<file path="src/rtl/r2r_dac_sequencer.sv">
// Sample-rate divider and waveform/stream source driving an 8-bit R2R DAC.
// Optional feature: define R2R_SEQ_SYNC_EN to add the wave_sync wrap/turn pulse output.
module r2r_dac_sequencer #(
    parameter int unsigned DEFAULT_DIV  = 9,
    parameter int unsigned DEFAULT_STEP = 1,
    parameter logic [7:0]  IDLE_CODE    = 8'h80
) (
    input  logic       clk,
    input  logic       rst,
    input  logic       cfg_we,
    input  logic [1:0] cfg_addr,
    input  logic [7:0] cfg_data,
    input  logic [7:0] s_data,
    input  logic       s_valid,
    output logic       s_ready,
    output logic       sample_tick,
    output logic       underrun,
`ifdef R2R_SEQ_SYNC_EN
    output logic       wave_sync,
`endif
    output logic [7:0] r2r_out
);

    typedef enum logic [2:0] {
        ModeOff    = 3'd0,
        ModeRamp   = 3'd1,
        ModeTri    = 3'd2,
        ModeSquare = 3'd3,
        ModeStream = 3'd4
    } mode_e;

    localparam logic [7:0] DivRst  = 8'(DEFAULT_DIV);
    localparam logic [7:0] StepRst = 8'(DEFAULT_STEP);

    logic [7:0] div_q, cnt_q, step_q, phase_q, buf_q;
    logic       dir_q;      // 0 = up, 1 = down (TRI only)
    logic       buf_full_q;
    mode_e      mode_q;

    logic [7:0] step_eff;
    logic [8:0] phase_sum;
    logic [7:0] phase_diff;
    logic       tri_top, tri_bottom;
    logic [7:0] phase_nxt;
    logic       dir_nxt;
    logic       accept;
    mode_e      mode_wr;

    assign sample_tick = (cnt_q == 8'd0);
    assign s_ready     = (mode_q == ModeStream) && (!buf_full_q || sample_tick);
    assign accept      = s_valid && s_ready;
    assign underrun    = sample_tick && (mode_q == ModeStream) && !buf_full_q;
    assign mode_wr     = (cfg_data[2:0] > 3'd4) ? ModeOff : mode_e'(cfg_data[2:0]);

    always_comb begin
        step_eff   = (step_q == 8'd0) ? 8'd1 : step_q;
        phase_sum  = {1'b0, phase_q} + {1'b0, step_eff};
        phase_diff = phase_q - step_eff;
        tri_top    = phase_sum[8];
        tri_bottom = (phase_q < step_eff);
        phase_nxt  = phase_q;
        dir_nxt    = dir_q;
        case (mode_q)
            ModeRamp, ModeSquare: phase_nxt = phase_sum[7:0];
            ModeTri: begin
                if (!dir_q) begin
                    if (tri_top) begin
                        phase_nxt = 8'hFF;
                        dir_nxt   = 1'b1;
                    end else begin
                        phase_nxt = phase_sum[7:0];
                    end
                end else if (tri_bottom) begin
                    phase_nxt = 8'h00;
                    dir_nxt   = 1'b0;
                end else begin
                    phase_nxt = phase_diff;
                end
            end
            default: ;
        endcase
    end

`ifdef R2R_SEQ_SYNC_EN
    // Wrap carry for RAMP/SQUARE, bottom turn for TRI, a real sample emitted for STREAM.
    assign wave_sync = sample_tick &&
        ((((mode_q == ModeRamp) || (mode_q == ModeSquare)) && phase_sum[8]) ||
         ((mode_q == ModeTri) && dir_q && tri_bottom) ||
         ((mode_q == ModeStream) && buf_full_q));
`endif

    always_ff @(posedge clk or posedge rst) begin
        if (rst) begin
            div_q      <= DivRst;
            cnt_q      <= DivRst;
            step_q     <= StepRst;
            phase_q    <= 8'd0;
            dir_q      <= 1'b0;
            buf_q      <= 8'd0;
            buf_full_q <= 1'b0;
            mode_q     <= ModeOff;
            r2r_out    <= IDLE_CODE;
        end else begin
            cnt_q <= sample_tick ? div_q : cnt_q - 8'd1;

            if (sample_tick) begin
                phase_q <= phase_nxt;
                dir_q   <= dir_nxt;
                case (mode_q)
                    ModeRamp, ModeTri: r2r_out <= phase_nxt;
                    ModeSquare:        r2r_out <= phase_nxt[7] ? 8'hFF : 8'h00;
                    ModeStream:        if (buf_full_q) r2r_out <= buf_q;
                    default: ;
                endcase
            end
            if (mode_q == ModeOff) r2r_out <= IDLE_CODE;

            // A same-cycle accept refills the slot the tick just drained.
            if (accept) begin
                buf_q      <= s_data;
                buf_full_q <= 1'b1;
            end else if (sample_tick && buf_full_q) begin
                buf_full_q <= 1'b0;
            end

            // Config writes come last so they win over tick updates.
            if (cfg_we) begin
                case (cfg_addr)
                    2'd0: begin
                        div_q <= cfg_data;
                        cnt_q <= cfg_data;
                    end
                    2'd1: begin
                        mode_q     <= mode_wr;
                        phase_q    <= 8'd0;
                        dir_q      <= 1'b0;
                        cnt_q      <= div_q;
                        buf_full_q <= 1'b0;
                        if (mode_wr == ModeOff) r2r_out <= IDLE_CODE;
                    end
                    2'd2: step_q <= cfg_data;
                    default: begin
                        phase_q <= cfg_data;
                        dir_q   <= 1'b0;
                    end
                endcase
            end
        end
    end

endmodule

</file>
<file path="config.mk">
export PLATFORM = sky130hd
export DESIGN_NAME = r2r_dac_sequencer
export DESIGN_NICKNAME = d
export VERILOG_FILES = /design/src/rtl/r2r_dac_sequencer.sv
export SDC_FILE = /design/constraint.sdc
export NUM_CORES = 1
export LEC_CHECK = 0
export BUFFER_PORTS_ARGS = -buffer_cell sky130_fd_sc_hd__buf_2
export CAP_MARGIN = 15
export CORE_ASPECT_RATIO = 1.25
export CORE_MARGIN = 2
export CORE_UTILIZATION = 35
export CTS_BUF_LIST = sky130_fd_sc_hd__clkbuf_8
export CTS_CLUSTER_SIZE = 10
export DETAILED_ROUTE_END_ITERATION = 8
export HOLD_SLACK_MARGIN = 0.1
export PLACE_DENSITY = 0.61
export SLEW_MARGIN = 10
export SYNTH_ARGS = -nofsm -noshare
export SYNTH_HDL_FRONTEND = slang
export SYNTH_SLANG_ARGS = --single-unit
</file>
<file path="constraint.sdc">
create_clock -name clk -period 4.12 [get_ports clk]
set_clock_uncertainty 0.1 [all_clocks]
set_input_delay 0.618 -clock clk [delete_from_list [all_inputs] [get_ports clk]]
set_output_delay 0.618 -clock clk [all_outputs]
set_load 0.01 [all_outputs]
</file>
Word-level counts from Yosys, hierarchy flattened
Index checks and enable logic that the tools add are counted.
{ "totals": {"register_bits": 53, "input_bits": 22, "word_cells": 69} }
{ "op_classes": {"add_sub_neg": 3, "magnitude_cmp": 2, "n_eq_ne": 6, "mux": 31, "n_reduce_logical": 18} }
{ "ops": {"columns": ["operator", "n"], "rows": [
  ["8-bit two-way mux", 15],
  ["8-bit case mux with 2 select lines", 3],
  ["8-bit case mux with 3 select lines", 1],
  ["8-bit logical NOT", 2],
  ["1-bit two-way mux", 11],
  ["8-bit by 8-bit adder with 9-bit output", 1],
  ["8-bit < comparator", 1],
  ["8-bit by 1-bit subtractor with 8-bit output, second input constant", 1],
  ["8-bit subtractor", 1],
  ["3-bit by 2-bit equality test with 1-bit output, second input constant", 2],
  ["3-bit logical NOT", 2],
  ["2-bit AND reduction", 3],
  ["2-bit OR reduction", 3],
  ["1-bit logical AND", 5],
  ["3-bit by 1-bit equality test with 1-bit output, second input constant", 1],
  ["3-bit equality test, second input constant", 1],
  ["3-bit > comparator, second input constant", 1],
  ["3-bit two-way mux", 1],
  ["2-bit by 1-bit equality test with 1-bit output, second input constant", 1],
  ["2-bit equality test, second input constant", 1],
  ["2-bit logical NOT", 1],
  ["1-bit logical NOT", 1],
  ["1-bit logical OR", 1]
]} }

Logic depth before layout (Yosys ltp)
Gate-level depths: netlist of the first run.
{ "logic_depth": {"depth_word": 13, "mapped_depth": 11, "mapped_depth_nobuf": 11} }

Least setup slack after synthesis of the first run
No wires, ideal clock.
{ "synth_timing": {"kind": "register -> register", "start": "register step_q[2]", "end": "register r2r_out[6]", "setup_time_ps": 137, "arrival_time_ps": 2688, "required_time_ps": 3883, "path_slack_ps": 1195, "path_stages_with_launch": 12, "n_path_buf": 0, "period_less_slack_ps": 2925, "path_cell_list": "dfrtp_1 > nor4_1 > a41o_1 > ha_1 > inv_1 > fa_1 > a21o_1 > a221oi_1 > mux2i_1 > o21bai_1 > a311oi_1 > a21oi_1"} }
{ "synth_between": {"elab_chain_len": 13, "elab_cells_between_ends": 16, "classes_between": "add/sub: 2; order compare: 1; mux: 12; reduce/logical: 1"} }
{ "synth_lines": {"columns": ["item", "line", "rtl"], "rows": [
  ["start: declaration", "35", "logic [7:0] div_q, cnt_q, step_q, phase_q, buf_q;"],
  ["start signal: assignment", "96", "step_q <= StepRst;"],
  ["start signal: assignment", "141", "2'd2: step_q <= cfg_data;"],
  ["8-bit logical NOT", "56", "step_eff = (step_q == 8'd0) ? 8'd1 : step_q;"],
  ["8-bit two-way mux (*)", "56", null],
  ["8-bit by 8-bit adder with 9-bit output, or another cell as far along", "57", "phase_sum = {1'b0, phase_q} + {1'b0, step_eff};"],
  ["8-bit two-way mux (on tied branches)", "67, 73", null],
  ["8-bit two-way mux", "66", "if (!dir_q) begin"],
  ["8-bit case mux with 2 select lines (*)", "63", "case (mode_q)"],
  ["8-bit two-way mux", "111", "ModeSquare: r2r_out <= phase_nxt[7] ? 8'hFF : 8'h00;"],
  ["8-bit case mux with 3 select lines (*)", "109", "case (mode_q)"],
  ["8-bit two-way mux (*)", "106", "if (sample_tick) begin"],
  ["8-bit two-way mux (*)", "116", "if (mode_q == ModeOff) r2r_out <= IDLE_CODE;"],
  ["8-bit two-way mux", "139", "if (mode_wr == ModeOff) r2r_out <= IDLE_CODE;"],
  ["8-bit two-way mux", "128", "case (cfg_addr)"],
  ["8-bit two-way mux (*)", "127", "if (cfg_we) begin"],
  ["end signal: assignment", "110", "ModeRamp, ModeTri: r2r_out <= phase_nxt;"],
  ["end signal: assignment", "111", null],
  ["end signal: assignment", "112", "ModeStream: if (buf_full_q) r2r_out <= buf_q;"],
  ["end: declaration", "21", "output logic [7:0] r2r_out"]
]} }
Mark *: on every way between the ends. The rest lies on a longest branch, timed or not.
A chain may end at the register's enable or synchronous reset.

Final worst setup path of the first run
Ends and elaborated chain as after synthesis.

==> reports/results.txt, run 1 <==
Area leader, netlist - dfrtp_1
Area share of the largest cell type after synthesis - 32.3%
Required time of the critical path - 4.21 ns
H-tree Lvls - 2
Dpl ws - 0.789 ns
Clock root cell - clkbuf_8
Largest family of logic cells by synthesized area - compound AO/OA/AOI/OAI gates
Fmax - 298 MHz
Routed Wire Length - 9600 µm
Status - finished, final reports clean
CP Max Fanout - 4
GRT Total Usage - 18.3%
Synth Register Bits - 53
Top FF cell, synth - dfrtp_1
Pre-antenna DRT Iters - 4
Crit Path Category - flip-flop to flip-flop
Lkg Pwr - 1.74 nW
Overall power - 0.00175 W
Setup Buffers After CTS - 0
Setup slack after layout - 0.767 ns
Ys async rst share - 100%
Syn_area_per_cell - 8.80 µm²
Most frequent cells after synthesis - nand2_1 (50), dfrtp_1 (47), nor2_1 (30)
Mux share of post-synthesis cell area - 7.79%
Top-count cell post-synth - nand2_1
Initial Util - 36.1%
Max-cap violations - 0
Site Rows - 41
Die span in x - 95.3 µm
Detail Placement HPWL - 7410 µm
Initial antenna violation count - 0
CP endpoint kind - flip-flop
TritonCTS clock tree - yes
Layout overhead on the synthesized area - 8.96%
First-pass GRT wire length - 16400 µm
WL/cell - 17.1 µm
Clock Sinks - 53
Skew-Pair Late Insertion Delay - 0.32 ns
Data arrival, critical path - 3.45 ns
Critical path launch point type - flip-flop
DRC Markers - 0
Worst rel slew slack - 37.2%
RSZ-0062 raised after global routing - no
Post-Syn Instances - 414
Vias per cell - 5.52
CTS Buf Count - 5
Largest net degree at the start of global routing - 54
Xor/xnor cell area share of the yosys netlist - 2.40%
Die Span Y - 118 µm
Hold-fix buffer count after cts - 0
HP Class - input port to async pin
Remaining Overflow, GRT - 0
Yosys warnings - 0
Synth cell types - 65
Part of the cycle the worst path needs - 81.4%
Setup TNS - 0 ns
Post-cts resize count - 0
Vias post-DR - 3101
Synth area leaders - dfrtp_1 (32%), mux2_2 (5.9%), ha_1 (5.8%), nand2_1 (5.1%), dfstp_2 (4.3%)
# diodes - 0
Clock period minus worst slack - 3.35 ns
Layout cells sized above 1 - 17.6%
Slew Viols, Final - 0
Final hold violation count - 0
Longest Clk Path Bufs - 2
GPL Wtd Cong - 0.940
Routed Antenna Nets - 0
Vias in the first global route - 3214
IO buf count - 32
Synthesized net count - 455
Post-synthesis sequential area ratio - 36.6%
Fillers - 1015
Clock transition at path regs - 0.12 ns
Initial DRC Count - 221
Full die area - 0.0113 mm²
Core area - 0.0101 mm²
Synth Cell Area - 0.00364 mm²
Post-Synth Adder-Cell Area - 6.93%
Number of synthesized flops with an enable pin - 0
Worst-Margin Slew - 0.943 ns
Final setup violation count - 0
Simple-Gate Fraction of Synth Area - 19.9%
Peak supply drop - 0.170 mV
Top Ports - 33
Final Net Count - 473
Cell Pwr Density - 441 mW/mm²
Compound-Gate Fraction of Synth Area - 21.7%
flip-flops by register name (all words and copies together), names as in the netlist:
register / flops
phase_q: 8
mode_q: 3
div_q: 8
step_q: 8
cnt_q: 8
r2r_out: 8
dir_q: 1
buf_q: 8
buf_full_q: 1
final timing paths:
| kind | startpoint | end | slack, ns | cells past startpoint |
|---|---|---|---|---|
| min in group clk | div_q[0] | div_q[0] | 0.37 | 2 |
| min | rst | buf_q[1] | 0.36 | 2 |
| max in group asynchronous | rst | step_q[6] | 2.99 | 2 |
| min reg2reg | div_q[0] | div_q[0] | 0.37 | 2 |
| max | step_q[2] | r2r_out[6] | 0.77 | 11 |
| max reg2reg | step_q[2] | r2r_out[6] | 0.77 | 11 |
final cells by class:
cell class                      count  area [µm²]  area share, %
Timing Repair Buffer               32         160           4.03
Sequential cell                    53        1330           33.6
Clock buffer                        5        68.8           1.73
Clock inverter                      3        26.3          0.662
Tap cell                          129         161           4.06
Multi-Input combinational cell    319        2140           53.9
Inverter                           21        80.1           2.02
through the flow:
step           utilization [%]  hold WS [ns]  instance area, µm²  std cells
3_3_place_gp              38.3         0.349                3870        554
4_1_cts                   39.3         0.371                3970        562
3_5_place_dp              38.3         0.357                3870        554
5_1_grt                   39.3         0.381                3970        562
6_report                  39.3         0.356                3970        562
2_1_floorplan                -         0.339                3640        414
per-layer routing:
metal / vias to the layer above / wire, µm / global-route usage, %
li1: 1525 / - / -
met1: 1492 / 4270 / 24.2
met2: 62 / 4750 / 30.6
met3: 22 / 252 / 2.18
met4: 0 / 331 / 6.34
met5: - / 0 / 0
power by group:
part	switching [W]	internal, W
logic	0.000383	0.000296
registers	0.000113	0.000643
clock network	0.000193	0.000124
total	0.000689	0.00106
cell families (layout without fill, tap and decap cells):
kind of cell,after synthesis,in the layout
AND/OR/NAND/NOR,146,146
AO/OA/AOI/OAI,118,118
flip-flops,53,53
buffers and inverters,42,61
multiplexers,26,26
adder cells (fa/ha/maj),19,19
XOR/XNOR,10,10
cell usage in the layout, fill, tap and decap left out, types with 2 or more instances in the layout:
cell type,n
dfrtp_1,47
mux2i_1,7
a21o_1,5
o22ai_1,5
a21oi_1,24
clkbuf_8,5
a2111o_1,2
o211a_1,2
and3_1,2
nor2b_1,7
ha_1,17
dfstp_2,6
nor4_1,3
nand2_1,50
xnor2_1,9
o21ai_0,28
or3_1,4
nand2b_1,11
a21oi_4,2
a21boi_0,4
nor3b_1,2
nor2_1,30
a22oi_1,2
o211ai_1,8
mux2_2,19
a221oi_1,4
nand3_1,11
clkinvlp_4,2
inv_1,20
nand4_1,3
nor3_1,9
a31oi_1,9
o31ai_1,2
o21bai_1,2
buf_2,32
a2111oi_0,2
a211oi_1,6
fa_1,2
critical path: stages, from the launching register on:
cell,delay (ns)
dfrtp_1,0.42
nor4_1,0.29
a41o_1,0.26
ha_1,0.19
inv_1,0.06
fa_1,0.41
a21o_1,0.20
a221oi_1,0.37
mux2i_1,0.33
o21bai_1,0.14
a311oi_1,0.33
a21oi_1,0.11
Power figures use the tool's default switching activity.
==> inputs of run 2 (changes only) <==
- ABC_AREA: not set -> 1
- clock period: 4.12 -> 3.5 ns (I/O delays scaled with it)
==> reports/results.txt, run 2 <==
Status - finished, final reports clean
Fmax - 339 MHz
Data arrival, critical path - 3.06 ns
Layout overhead on the synthesized area - 10.6%
Placed cell count - 689
Clock root cell - clkbuf_8
Commonest non-fill, non-tap cell in the layout - nand2_1
Largest net degree at the start of global routing - 37
Initial antenna violation count - 0
Crit Path Category - flip-flop to flip-flop
Full die area - 0.0114 mm²
Vias in the first global route - 3333
Fillers - 1117
Lkg Pwr - 2.17 nW
Clock period minus worst slack - 2.95 ns
Setup Buffers After CTS - 0
Ys async rst share - 100%
First-pass GRT wire length - 16500 µm
Syn_area_per_cell - 6.92 µm²
R2R cell count - 15
Required time of the critical path - 3.62 ns
Slew Viols, Final - 0
Area leader, netlist - dfrtp_1
GPL Wtd Cong - 0.929
Peak supply drop - 0.271 mV
Synth area leaders - dfrtp_1 (32%), nand2_1 (15%), inv_1 (8.4%), o21ai_0 (6.9%), ha_1 (5.7%)
Vias post-DR - 3495
# diodes - 0
Pre-antenna DRT Iters - 5
Max-cap violations - 0
Hold-fix buffer count after cts - 0
Most frequent cells in the layout - nand2_1 (152), inv_1 (82), o21ai_0 (51)
Clock Sinks - 53
Setup TNS - 0 ns
Top Ports - 33
Final setup violation count - 0
Clock transition at path regs - 0.11 ns
Area share of the largest cell type after synthesis - 31.7%
Longest Clk Path Bufs - 2
HP Class - input port to async pin
Layout cells sized above 1 - 11.9%
Overall power - 0.00235 W
Routed Antenna Nets - 0
Post-Syn Instances - 536
Worst rel slew slack - 49.6%
Remaining Overflow, GRT - 0
Final hold violation count - 0
Top FF cell, synth - dfrtp_1
Synth Register Bits - 53
Critical path launch point type - flip-flop
Most frequent cells after synthesis - nand2_1 (152), inv_1 (83), o21ai_0 (51)
Post-cts resize count - 0
Final Net Count - 605
Die span in x - 96.1 µm
Synth cell types - 39
Detail Placement HPWL - 7710 µm
GRT Total Usage - 18.3%
CTS Buf Count - 5
Internal reg-to-reg setup slack - 0.55 ns
RSZ-0062 raised after global routing - no
Number of synthesized flops with an enable pin - 0
TritonCTS clock tree - yes
Site Rows - 42
WL/cell - 14.1 µm
Post-Layout Cell Count - 697
Initial Util - 35.5%
Skew-Pair Late Insertion Delay - 0.33 ns
Initial DRC Count - 170
Die Span Y - 119 µm
DRC Markers - 0
CP Max Fanout - 5
CP endpoint kind - flip-flop
Part of the cycle the worst path needs - 84.2%
R2R Path End - phase_q[5]
Crit path from - step_q[7]
Top-count cell post-synth - nand2_1
Worst-Margin Slew - 0.755 ns
Yosys warnings - 0
Routed Wire Length - 9850 µm
Post-synthesis sequential area ratio - 36.0%
Synthesized net count - 577
IO buf count - 32
Core area - 0.0105 mm²
Synth Cell Area - 0.00371 mm²
Critical R2R Launch - step_q[7]
Cell Pwr Density - 574 mW/mm²
Vias per cell - 5.01
H-tree Lvls - 2
==> run 2: cell count changes after synthesis, moves of 7 or more <==
cell	before	now
nand2_1	50	152
inv_1	21	83
nand3_1	11	35
o21ai_0	28	51
mux2_2	19	0
nor2_1	30	44
nand2b_1	11	0
a31oi_1	9	1
nor2b_1	7	0
==> run 2: logic make-up after synthesis <==
logic type | synth area share [%]
simple gates | 28.3
xor+xnor | 1.65
flops | 36.0
compound gates | 16.3
fa+ha+maj | 6.82
buf+inv | 10.7
mux | 0.270
==> run 2: critical path, stage by stage (launching register included) <==
cell     delay (ns)
dfrtp_1        0.43
nor4_1         0.30
a41o_1         0.24
ha_1           0.18
inv_1          0.08
fa_1           0.44
nand2_1        0.13
nand2_1        0.08
nand2_1        0.06
nand2_1        0.07
nand2_1        0.14
inv_1          0.11
nand3_1        0.10
nand2_1        0.12
o21ai_0        0.17
o21ai_0        0.11
==> run 2: per-stage QoR <==
step / hold WS, ns / utilization, % / area (µm²) / worst slack, ns
5_1_grt: 0.276 / 39.2 / 4100 / 0.316
4_1_cts: 0.253 / 39.2 / 4100 / 0.552
6_report: 0.218 / 39.2 / 4100 / 0.554
3_3_place_gp: 0.358 / 38.1 / 3990 / 0.593
2_1_floorplan: 0.342 / - / 3710 / 1.06
3_5_place_dp: 0.364 / 38.1 / 3990 / 0.574
==> run 2: final cells by class <==
class	count	area (µm²)	share of cell area [%]
inverter	88	333	8.12
clock inverter	3	46.3	1.13
clock buffer	5	68.8	1.68
sequential	53	1330	32.5
timing repair buffer	34	175	4.27
multi-input combinational	382	1980	48.2
tap	132	165	4.03
==> run 2: power breakdown <==
part | switching [W] | internal, W | total, W | leakage [nW]
clock network | 0.000226 | 0.000214 | 0.000441 | 0.0543
registers | 0.000132 | 0.000766 | 0.000899 | 0.653
logic | 0.000650 | 0.000364 | 0.00101 | 1.47
==> run 2: how the worst max path moves through the flow <==
| stage | to | slack [ns] | cells after the start |
|---|---|---|---|
| 6_report | phase_q[5] | 0.55 | 15 |
| 3_5_place_dp | phase_q[5] | 0.57 | 15 |
| 4_1_cts | phase_q[5] | 0.55 | 15 |
| 5_1_grt | phase_q[5] | 0.32 | 15 |
| 2_1_floorplan | r2r_out[2] | 1.06 | 17 |
| 3_3_place_gp | phase_q[5] | 0.59 | 15 |
==> run 2: routing by layer <==
layer  vias up  track usage (%)  share of wire [%]
li1       1766                -                  -
met1      1619             23.3                 44
met2        87             30.0                 48
met3        23             2.78                4.1
met4         0             8.39                4.3
met5         -                0                  0
==> inputs of run 3 (changes only) <==
- PLACE_DENSITY: 0.61 -> 0.62
- clock period: 3.5 -> 2.7 ns (I/O delays scaled with it)
==> reports/results.txt, run 3 (synthesis gave the netlist of run 2 again) <==
Status - finished, violations left
Violated checks - negative setup slack
CP max stage cell - dfrtp_1
Initial DRC Count - 151
Detail Placement HPWL - 8090 µm
GPL Wtd Cong - 0.935
Setup slack after layout - -0.0429 ns
Die span in x - 96.1 µm
Vias in the first global route - 3483
Most frequent cells in the layout - nand2_1 (142), inv_1 (80), dfrtp_1 (47)
Vias post-DR - 3593
Longest Clk Path Bufs - 2
Worst path max stage delay - 0.42 ns
Dpl ws - -0.133 ns
DRC Markers - 0
Pre-antenna DRT Iters - 6
WL/cell - 14.2 µm
Clock Sinks - 53
Final hold violation count - 0
Part of the cycle the worst path needs - 102%
IO buf count - 32
Post-Layout Cell Count - 719
Crit-path cells - nor4_2, a41o_1, ha_2, inv_4, fa_2, buf_4, nand3_1, nand3_1, nand2_1, nand3_2, nand3_2, nand2_4, nand2_1, nand3_1, nand2_1, inv_1
Final Net Count - 627
Vias per cell - 5.00
Largest net degree at the start of global routing - 22
Die Span Y - 119 µm
Critical path launch point type - flip-flop
Remaining Overflow, GRT - 0
Worst-Margin Slew - 0.580 ns
Routed Antenna Nets - 0
Crit Path Category - flip-flop to flip-flop
Lkg Pwr - 2.30 nW
RSZ-0062 raised after global routing - yes
Fmax - 365 MHz
GRT Total Usage - 18.6%
Peak supply drop - 0.358 mV
Worst hold slack - 0.213 ns
Data arrival, critical path - 2.87 ns
Worst rel slew slack - 61.0%
Layout overhead on the synthesized area - 18.1%
Slew Viols, Final - 0
Core area - 0.0105 mm²
Setup TNS - -0.0429 ns
CP Max Fanout - 3
Layout cells sized above 1 - 19.4%
Commonest non-fill, non-tap cell in the layout - nand2_1
H-tree Lvls - 2
Max-cap violations - 0
Routed Wire Length - 10200 µm
Initial Util - 35.5%
Full die area - 0.0114 mm²
Internal reg-to-reg setup slack - -0.04 ns
Site Rows - 42
Cell Pwr Density - 736 mW/mm²
Final setup violation count - 1
Clock period minus worst slack - 2.74 ns
Clock transition at path regs - 0.11 ns
Clock root cell - clkbuf_8
TritonCTS clock tree - yes
Required time of the critical path - 2.83 ns
# diodes - 0
CTS Buf Count - 5
Skew-Pair Late Insertion Delay - 0.32 ns
Top Ports - 33
First-pass GRT wire length - 16800 µm
Overall power - 0.00322 W
HP Class - input port to flip-flop
Placed cell count - 704
Initial antenna violation count - 0
CP endpoint kind - flip-flop
==> run 3: repair_timing <==
item                       in CTS  in global routing
setup endpoints to repair       7                 16
hold buffers                    1                  0
setup buffers                   1                  5
hold endpoints to repair       10                  0
pin swaps                       2                 15
gates resized for setup         5                 37
==> run 3: final timing paths <==
path | startpoint | end | cells past startpoint
max | step_q[7] | r2r_out[6] | 16
min | s_data[5] | buf_q[5] | 3
max reg2reg | step_q[7] | r2r_out[6] | 16
min reg2reg | buf_q[5] | buf_q[5] | 2
max in group asynchronous | rst | r2r_out[7] | 4
min in group asynchronous | rst | cnt_q[1] | 3
==> run 3: layout make-up <==
type / instances / area, µm²
Clock buffer: 5 / 68.8
Clock inverter: 3 / 43.8
Fill cell: 1089 / 6080
Inverter: 88 / 335
Multi-Input combinational cell: 382 / 2080
Sequential cell: 53 / 1330
Tap cell: 132 / 165
Timing Repair Buffer: 56 / 347
==> run 3: report_power, final <==
part	total (W)	switching, W	internal, W
Sequential	0.00116	0.000167	0.000993
Combinational	0.00150	0.000930	0.000573
Clock	0.000558	0.000280	0.000278
==> run 3: critical path, delay by kind of cell, from the launching register on <==
family / cells / cell delay, ns
simple gates: 10 / 1.05
compound gates: 1 / 0.25
flops: 1 / 0.42
buf+inv: 3 / 0.22
fa+ha+maj: 2 / 0.60
==> run 3: metrics by stage <==
stage | util [%] | area, µm²
2_1_floorplan | - | 3710
3_3_place_gp | 39.2 | 4100
3_5_place_dp | 39.2 | 4100
4_1_cts | 40.5 | 4240
5_1_grt | 41.9 | 4380
6_report | 41.9 | 4380
==> run 3: layer usage <==
metal,vias to the layer above,wire (µm),global-route usage [%]
met1,1660,4450,23.9
met4,0,418,8.57
li1,1818,-,-
met3,26,288,1.90
met2,89,5080,31.0
met5,-,0,0
